### src/rtl/io_port_pkg.sv
// Shared constants for the memory-mapped I/O port controller:
// default register addresses, FIFO depth and status register bit positions.
package io_port_pkg;

  localparam int unsigned DEPTH_DEFAULT     = 4;
  localparam logic [15:0] IN_ADDR_DEFAULT   = 16'h3FFE;
  localparam logic [15:0] OUT_ADDR_DEFAULT  = 16'h3FFC;
  localparam logic [15:0] STAT_ADDR_DEFAULT = 16'h3FFA;

  // Status register layout: [15:11] in_count, [10:6] out_count, [2] irq,
  // [1] out_drop, [0] in_underflow.
  localparam int unsigned STAT_UNDERFLOW_BIT = 0;
  localparam int unsigned STAT_DROP_BIT      = 1;
  localparam int unsigned STAT_IRQ_BIT       = 2;

  // Which mapped register the current CPU address selects.
  typedef enum logic [1:0] {
    SEL_NONE,
    SEL_IN,
    SEL_OUT,
    SEL_STAT
  } reg_sel_e;

endpackage

### src/rtl/io_fifo.sv
// Synchronous FIFO with occupancy count. A push while full is accepted only
// when a pop happens on the same edge; a pop while empty is ignored.
module io_fifo #(
  parameter int unsigned WIDTH = 16,
  parameter int unsigned DEPTH = 4,
  localparam int unsigned AW   = (DEPTH > 1) ? $clog2(DEPTH) : 1,
  localparam int unsigned CW   = $clog2(DEPTH) + 1
) (
  input  logic             clk,
  input  logic             rst,
  input  logic             push,
  input  logic             pop,
  input  logic [WIDTH-1:0] wdata,
  output logic [WIDTH-1:0] rdata,
  output logic             full,
  output logic             empty,
  output logic [CW-1:0]    count
);

  logic [WIDTH-1:0] mem [DEPTH];
  logic [AW-1:0]    wr_ptr;
  logic [AW-1:0]    rd_ptr;
  logic             do_push;
  logic             do_pop;

  assign full    = (count == CW'(DEPTH));
  assign empty   = (count == '0);
  assign do_pop  = pop && !empty;
  assign do_push = push && (!full || do_pop);
  assign rdata   = mem[rd_ptr];

  // Pointers wrap naturally since DEPTH is a power of two.
  always_ff @(posedge clk or posedge rst) begin
    if (rst) begin
      wr_ptr <= '0;
      rd_ptr <= '0;
      count  <= '0;
    end else begin
      if (do_push) wr_ptr <= wr_ptr + AW'(1);
      if (do_pop)  rd_ptr <= rd_ptr + AW'(1);
      case ({do_push, do_pop})
        2'b10:   count <= count + CW'(1);
        2'b01:   count <= count - CW'(1);
        default: ;
      endcase
    end
  end

  // Storage needs no reset; the pointers define which entries are valid.
  always_ff @(posedge clk) begin
    if (do_push) mem[wr_ptr] <= wdata;
  end

endmodule

### src/rtl/io_port_ctrl.sv
// Memory-mapped I/O port: an input FIFO fed by an external producer and read
// by the CPU, an output FIFO written by the CPU and drained by an external
// consumer, plus a status register with sticky error bits.
// Optional feature macro: IO_PORT_IRQ_EN adds a registered irq output.
module io_port_ctrl
  import io_port_pkg::*;
#(
  parameter int unsigned DEPTH     = DEPTH_DEFAULT,
  parameter logic [15:0] IN_ADDR   = IN_ADDR_DEFAULT,
  parameter logic [15:0] OUT_ADDR  = OUT_ADDR_DEFAULT,
  parameter logic [15:0] STAT_ADDR = STAT_ADDR_DEFAULT
) (
  input  logic        CLK,
  input  logic        RST,
  input  logic        memw,
  input  logic        memr,
  input  logic [15:0] addr_in,
  input  logic [15:0] dataw_in,
  output logic [15:0] io_rd_data,
  output logic        io_hit,
  input  logic [15:0] ext_in_data,
  input  logic        ext_in_valid,
  output logic        ext_in_ready,
  output logic [15:0] ext_out_data,
  output logic        ext_out_valid,
  input  logic        ext_out_ready
`ifdef IO_PORT_IRQ_EN
  ,
  output logic        irq
`endif
);

  localparam int unsigned CW = $clog2(DEPTH) + 1;

  reg_sel_e       sel;
  logic [15:0]    in_head;
  logic [CW-1:0]  in_count;
  logic [CW-1:0]  out_count;
  logic           in_full;
  logic           in_empty;
  logic           out_full;
  logic           out_empty;
  logic           in_push;
  logic           in_pop;
  logic           out_push;
  logic           out_pop;
  logic           underflow_set;
  logic           drop_set;
  logic           stat_wr;
  logic           out_drop;
  logic           in_underflow;
  logic           irq_q;
  logic [15:0]    status;

  // Address decode for the three mapped registers.
  always_comb begin
    sel = SEL_NONE;
    if (addr_in == IN_ADDR)        sel = SEL_IN;
    else if (addr_in == OUT_ADDR)  sel = SEL_OUT;
    else if (addr_in == STAT_ADDR) sel = SEL_STAT;
  end

  assign io_hit        = (sel != SEL_NONE);
  assign ext_in_ready  = !in_full;
  assign ext_out_valid = !out_empty;

  assign in_push       = ext_in_valid && ext_in_ready;
  assign in_pop        = memr && (sel == SEL_IN) && !in_empty;
  assign underflow_set = memr && (sel == SEL_IN) && in_empty;
  assign out_pop       = ext_out_valid && ext_out_ready;
  assign out_push      = memw && (sel == SEL_OUT);
  assign drop_set      = out_push && out_full && !out_pop;
  assign stat_wr       = memw && (sel == SEL_STAT);

  io_fifo #(.WIDTH(16), .DEPTH(DEPTH)) u_in_fifo (
    .clk   (CLK),
    .rst   (RST),
    .push  (in_push),
    .pop   (in_pop),
    .wdata (ext_in_data),
    .rdata (in_head),
    .full  (in_full),
    .empty (in_empty),
    .count (in_count)
  );

  io_fifo #(.WIDTH(16), .DEPTH(DEPTH)) u_out_fifo (
    .clk   (CLK),
    .rst   (RST),
    .push  (out_push),
    .pop   (out_pop),
    .wdata (dataw_in),
    .rdata (ext_out_data),
    .full  (out_full),
    .empty (out_empty),
    .count (out_count)
  );

  // Sticky error bits: write-1-to-clear, a same-edge set takes priority.
  always_ff @(posedge CLK or posedge RST) begin
    if (RST) begin
      out_drop     <= 1'b0;
      in_underflow <= 1'b0;
    end else begin
      out_drop     <= drop_set |
                      (out_drop & ~(stat_wr & dataw_in[STAT_DROP_BIT]));
      in_underflow <= underflow_set |
                      (in_underflow & ~(stat_wr & dataw_in[STAT_UNDERFLOW_BIT]));
    end
  end

`ifdef IO_PORT_IRQ_EN
  // Interrupt flags pending input data or a dropped output write.
  always_ff @(posedge CLK or posedge RST) begin
    if (RST) irq_q <= 1'b0;
    else     irq_q <= !in_empty || out_drop;
  end
  assign irq = irq_q;
`else
  assign irq_q = 1'b0;
`endif

  // Status register assembly.
  always_comb begin
    status                     = '0;
    status[15:11]              = 5'(in_count);
    status[10:6]               = 5'(out_count);
    status[STAT_IRQ_BIT]       = irq_q;
    status[STAT_DROP_BIT]      = out_drop;
    status[STAT_UNDERFLOW_BIT] = in_underflow;
  end

  // CPU read mux; an empty input FIFO reads as zero.
  always_comb begin
    io_rd_data = '0;
    case (sel)
      SEL_IN:   io_rd_data = in_empty ? 16'h0000 : in_head;
      SEL_STAT: io_rd_data = status;
      default:  io_rd_data = '0;
    endcase
  end

endmodule

### config.mk
export PLATFORM = sky130hd
export DESIGN_NAME = io_port_ctrl
export DESIGN_NICKNAME = d
export VERILOG_FILES = /design/src/rtl/io_port_pkg.sv /design/src/rtl/io_fifo.sv /design/src/rtl/io_port_ctrl.sv
export SDC_FILE = /design/constraint.sdc
export NUM_CORES = 1
export LEC_CHECK = 0
export CAP_MARGIN = 10
export CORE_AREA = 2 2 105 107
export DETAILED_ROUTE_END_ITERATION = 10
export DIE_AREA = 0 0 107 109
export PLACE_DENSITY = 0.82
export SYNTH_ARGS = -nofsm -noshare
export SYNTH_HDL_FRONTEND = slang
export SYNTH_SLANG_ARGS = --single-unit
### constraint.sdc
create_clock -name CLK -period 4.24 [get_ports CLK]
set_input_delay 0.848 -clock CLK [delete_from_list [all_inputs] [get_ports CLK]]
set_output_delay 0.848 -clock CLK [all_outputs]
set_load 0.02 [all_outputs]
==> results.py <==
metrics = {
    "placement": {
        "dpl_cell_area_um2": 6860,
        "gp_congestion": 0.726,
        "port_buffers": 88,
        "dp_slack_ps": 208,
        "dp.cells": 522,
        "hpwl_mm": 7.08,
    },
    "setup_path": {
        "cp.required_ps": 3390,
        "worstSetupEndpointType": "output pin",
        "path_cells": "clkdlybuf4s50_1, nand4b_4, nor4_1, buf_4, nand3_1, nor2b_1, clkdlybuf4s50_1",
        "path_delay_family": "buffers and inverters",
        "cp.depth": 7,
        "critPathArrivalTime_ps": 3220,
        "worstSetupPathType": "input port to output pin",
        "crit_top_cell": "clkdlybuf4s50_1",
        "critPathMaxFanout": 8,
        "r2r_start": "u_in_fifo.count[0]$_DFFE_PP0P_",
        "crit_path_max_incr_delay_ps": 660,
        "reg2regPathDepth": 10,
        "cp_num_buf_inv": 3,
        "critical_path.startpoint": "addr_in[7]",
        "critPathLaunchType": "input port",
        "cpMaxStageDelayCell": "clkdlybuf4s50_1",
    },
    "pwr": {
        "powerDensity_nw_per_um2": 563,
        "leakage_nw": 2.52,
        "ir_drop_mv": 0.347,
    },
    "cells_and_area": {
        "fin_cells": 554,
        "fillers": 660,
        "fin_util": 0.701,
        "drive_above_1_share": 0.191,
        "register_area_um2": 4240,
        "fin_nets": 466,
        "area_growth_pct": 28.0,
        "n_antenna_cell": 0,
        "fin_area_um2": 7440,
        "multi_input_area_um2": 1480,
    },
    "floorplanning": {
        "start_util": 0.548,
        "rows": 38,
        "die_h_um": 109,
        "ioPinCount": 89,
        "die_area_um2": 11700,
        "die-width_um": 107,
        "coreArea_um2": 10600,
    },
    "clock_tree": {
        "cts_tree": "done",
        "cts_inserted_buffers": 17,
        "postCtsHoldBufs": 0,
        "cts.sinks": 144,
        "clockBufferDepth": 2,
        "cts-root-buf": "clkbuf_8",
        "clock_latency_ps": 520,
        "htree_levels": 4,
        "cts.clk_slew.worst_paths_ps": 60,
        "postCtsResizedCells": 0,
        "cts_setup_buffers": 0,
    },
    "grt": {
        "grtUsageTotal": 0.210,
        "first_global_vias": 3258,
        "grt_pass1_wl_mm": 17.5,
        "antenna_found_initial": 0,
        "grt_max_degree": 18,
        "grt.overflow.total": 0,
    },
    "timing": {
        "tightest_slew_ps": 856,
        "clock.fmax_ghz": 0.246,
        "finalHoldViolations": 0,
        "tns_ps": 0,
        "setup_ws_ps": 170,
        "setup_violations": 0,
        "relSlewSlack": 0.430,
        "period_share": 0.960,
        "fin_skew_ps": 12.5,
        "period_minus_slack_ps": 4070,
        "rsz0062_at_grt": "false",
        "slew_violations": 0,
    },
    "yosys": {
        "synth_area_um2": 5810,
        "synth-edff-count": 128,
        "ys_seq_area_frac": 0.731,
        "synth-seq-cells": 144,
        "synth_fp_nets": 364,
        "synthArstFlopShare": 0.111,
        "ys_types": 38,
        "yosys_warnings": 0,
        "syn_inst": 299,
        "postSynthAreaPerCell_um2": 19.4,
        "synth_flop_cell": "edfxtp_1",
    },
    "detailed_routing": {
        "vias": 3017,
        "viasPerCell": 5.45,
        "totalWireLength_mm": 11.3,
        "wire_per_inst_um": 20.4,
        "drt_first_pass_iters": 4,
        "drc_errors": 0,
        "initialDrtViolationCount": 183,
        "ant_nets": 0,
    },
    "run_status": {
        "status": "finished clean",
    },
    "hold_path": {
        "min_path_type": "flop to flop",
        "hp-start": "out_drop$_DFF_PP0_",
        "hold_depth": 2,
    },
    "job": {
        "cap_violations": 0,
    },
}
cell families after synthesis:
group           synth area share
mux                        0.128
fa+ha+maj                 0.0263
xor+xnor                  0.0166
flops                      0.731
compound gates            0.0162
simple gates              0.0679
buf+inv                   0.0140
state kept, by name, summed over array words and instances (netlist names):
| register | count |
|---|---|
| u_out_fifo.mem | 64 |
| out_drop | 1 |
| u_in_fifo.count | 3 |
| u_out_fifo.wr_ptr | 2 |
| u_in_fifo.wr_ptr | 2 |
| u_in_fifo.mem | 64 |
| u_out_fifo.rd_ptr | 2 |
| in_underflow | 1 |
| u_out_fifo.count | 3 |
| u_in_fifo.rd_ptr | 2 |
per-layer routing:
layer,part of all wire,track usage,vias up
met5,0,0,-
met4,0.012,0.0816,0
met3,0.055,0.0586,13
met2,0.53,0.352,103
met1,0.41,0.262,1516
li1,-,-,1385
synth_stat cells, drive strengths merged, types with 4 or more instances:
cell,count,area (um2)
edfxtp,128,3840
mux4,32,721
dfrtp,16,400
nor2b,16,100
nor2,13,48.8
ha,9,113
inv,9,33.8
a21oi,8,43.8
nand2,8,30.0
xnor2,8,70.1
buf,7,32.5
and2,5,36.3
nand3,5,25.0
and3,4,25.0
clkbuf,4,15.0
worst register-to-register path, cell delays in order, from the launching register on:
cell and delay, ps:
dfrtp_1 410, inv_1 160, nand3_1 180, and2_1 260, inv_1 70, ha_1 180
inv_1 60, fa_1 380, xor2_1 150, nor2_1 120, xor2_1 150
path summary, 6_finish.rpt:
| path | slack (ps) | endpoint |
|---|---|---|
| min | 480 | out_drop$_DFF_PP0_ |
| max in group asynchronous | 3110 | u_out_fifo.count[1]$_DFFE_PP0P_ |
| max reg2reg | 2040 | u_in_fifo.count[2]$_DFFE_PP0P_ |
| max | 170 | io_rd_data[10] |
| min reg2reg | 480 | out_drop$_DFF_PP0_ |
| min in group asynchronous | 720 | u_in_fifo.wr_ptr[1]$_DFFE_PP0P_ |
where the power goes:
group / leakage (nW) / switching [mW] / internal, mW
clock: 0.267 / 0.585 / 0.843
combinational: 0.900 / 0.439 / 0.472
sequential: 1.35 / 0.112 / 1.73
placed cells by master (no fill, tap or decap), drive strengths merged, types with 9 or more instances in the layout:
master / count
edfxtp: 128
clkdlybuf4s50: 88
mux4: 32
clkbuf: 17
nor2b: 16
dfrtp: 16
nor2: 13
inv: 13
ha: 9
per-stage QoR:
step / hold WS [ps] / power [mW]
2_1_floorplan: 437 / 2.42
3_3_place_gp: 462 / 2.75
3_5_place_dp: 471 / 2.79
4_1_cts: 490 / 4.23
5_1_grt: 509 / 4.35
6_report: 485 / 4.19
layout make-up:
| cell class | instances | area share |
|---|---|---|
| flip-flops and latches | 144 | 0.571 |
| inverters | 9 | 0.00454 |
| multi-input cells | 135 | 0.199 |
| clock buffers | 17 | 0.0557 |
| well taps | 140 | 0.0236 |
| clock inverters | 15 | 0.0217 |
| repair buffers | 94 | 0.124 |
No activity file was read; power rests on OpenSTA's default activity.
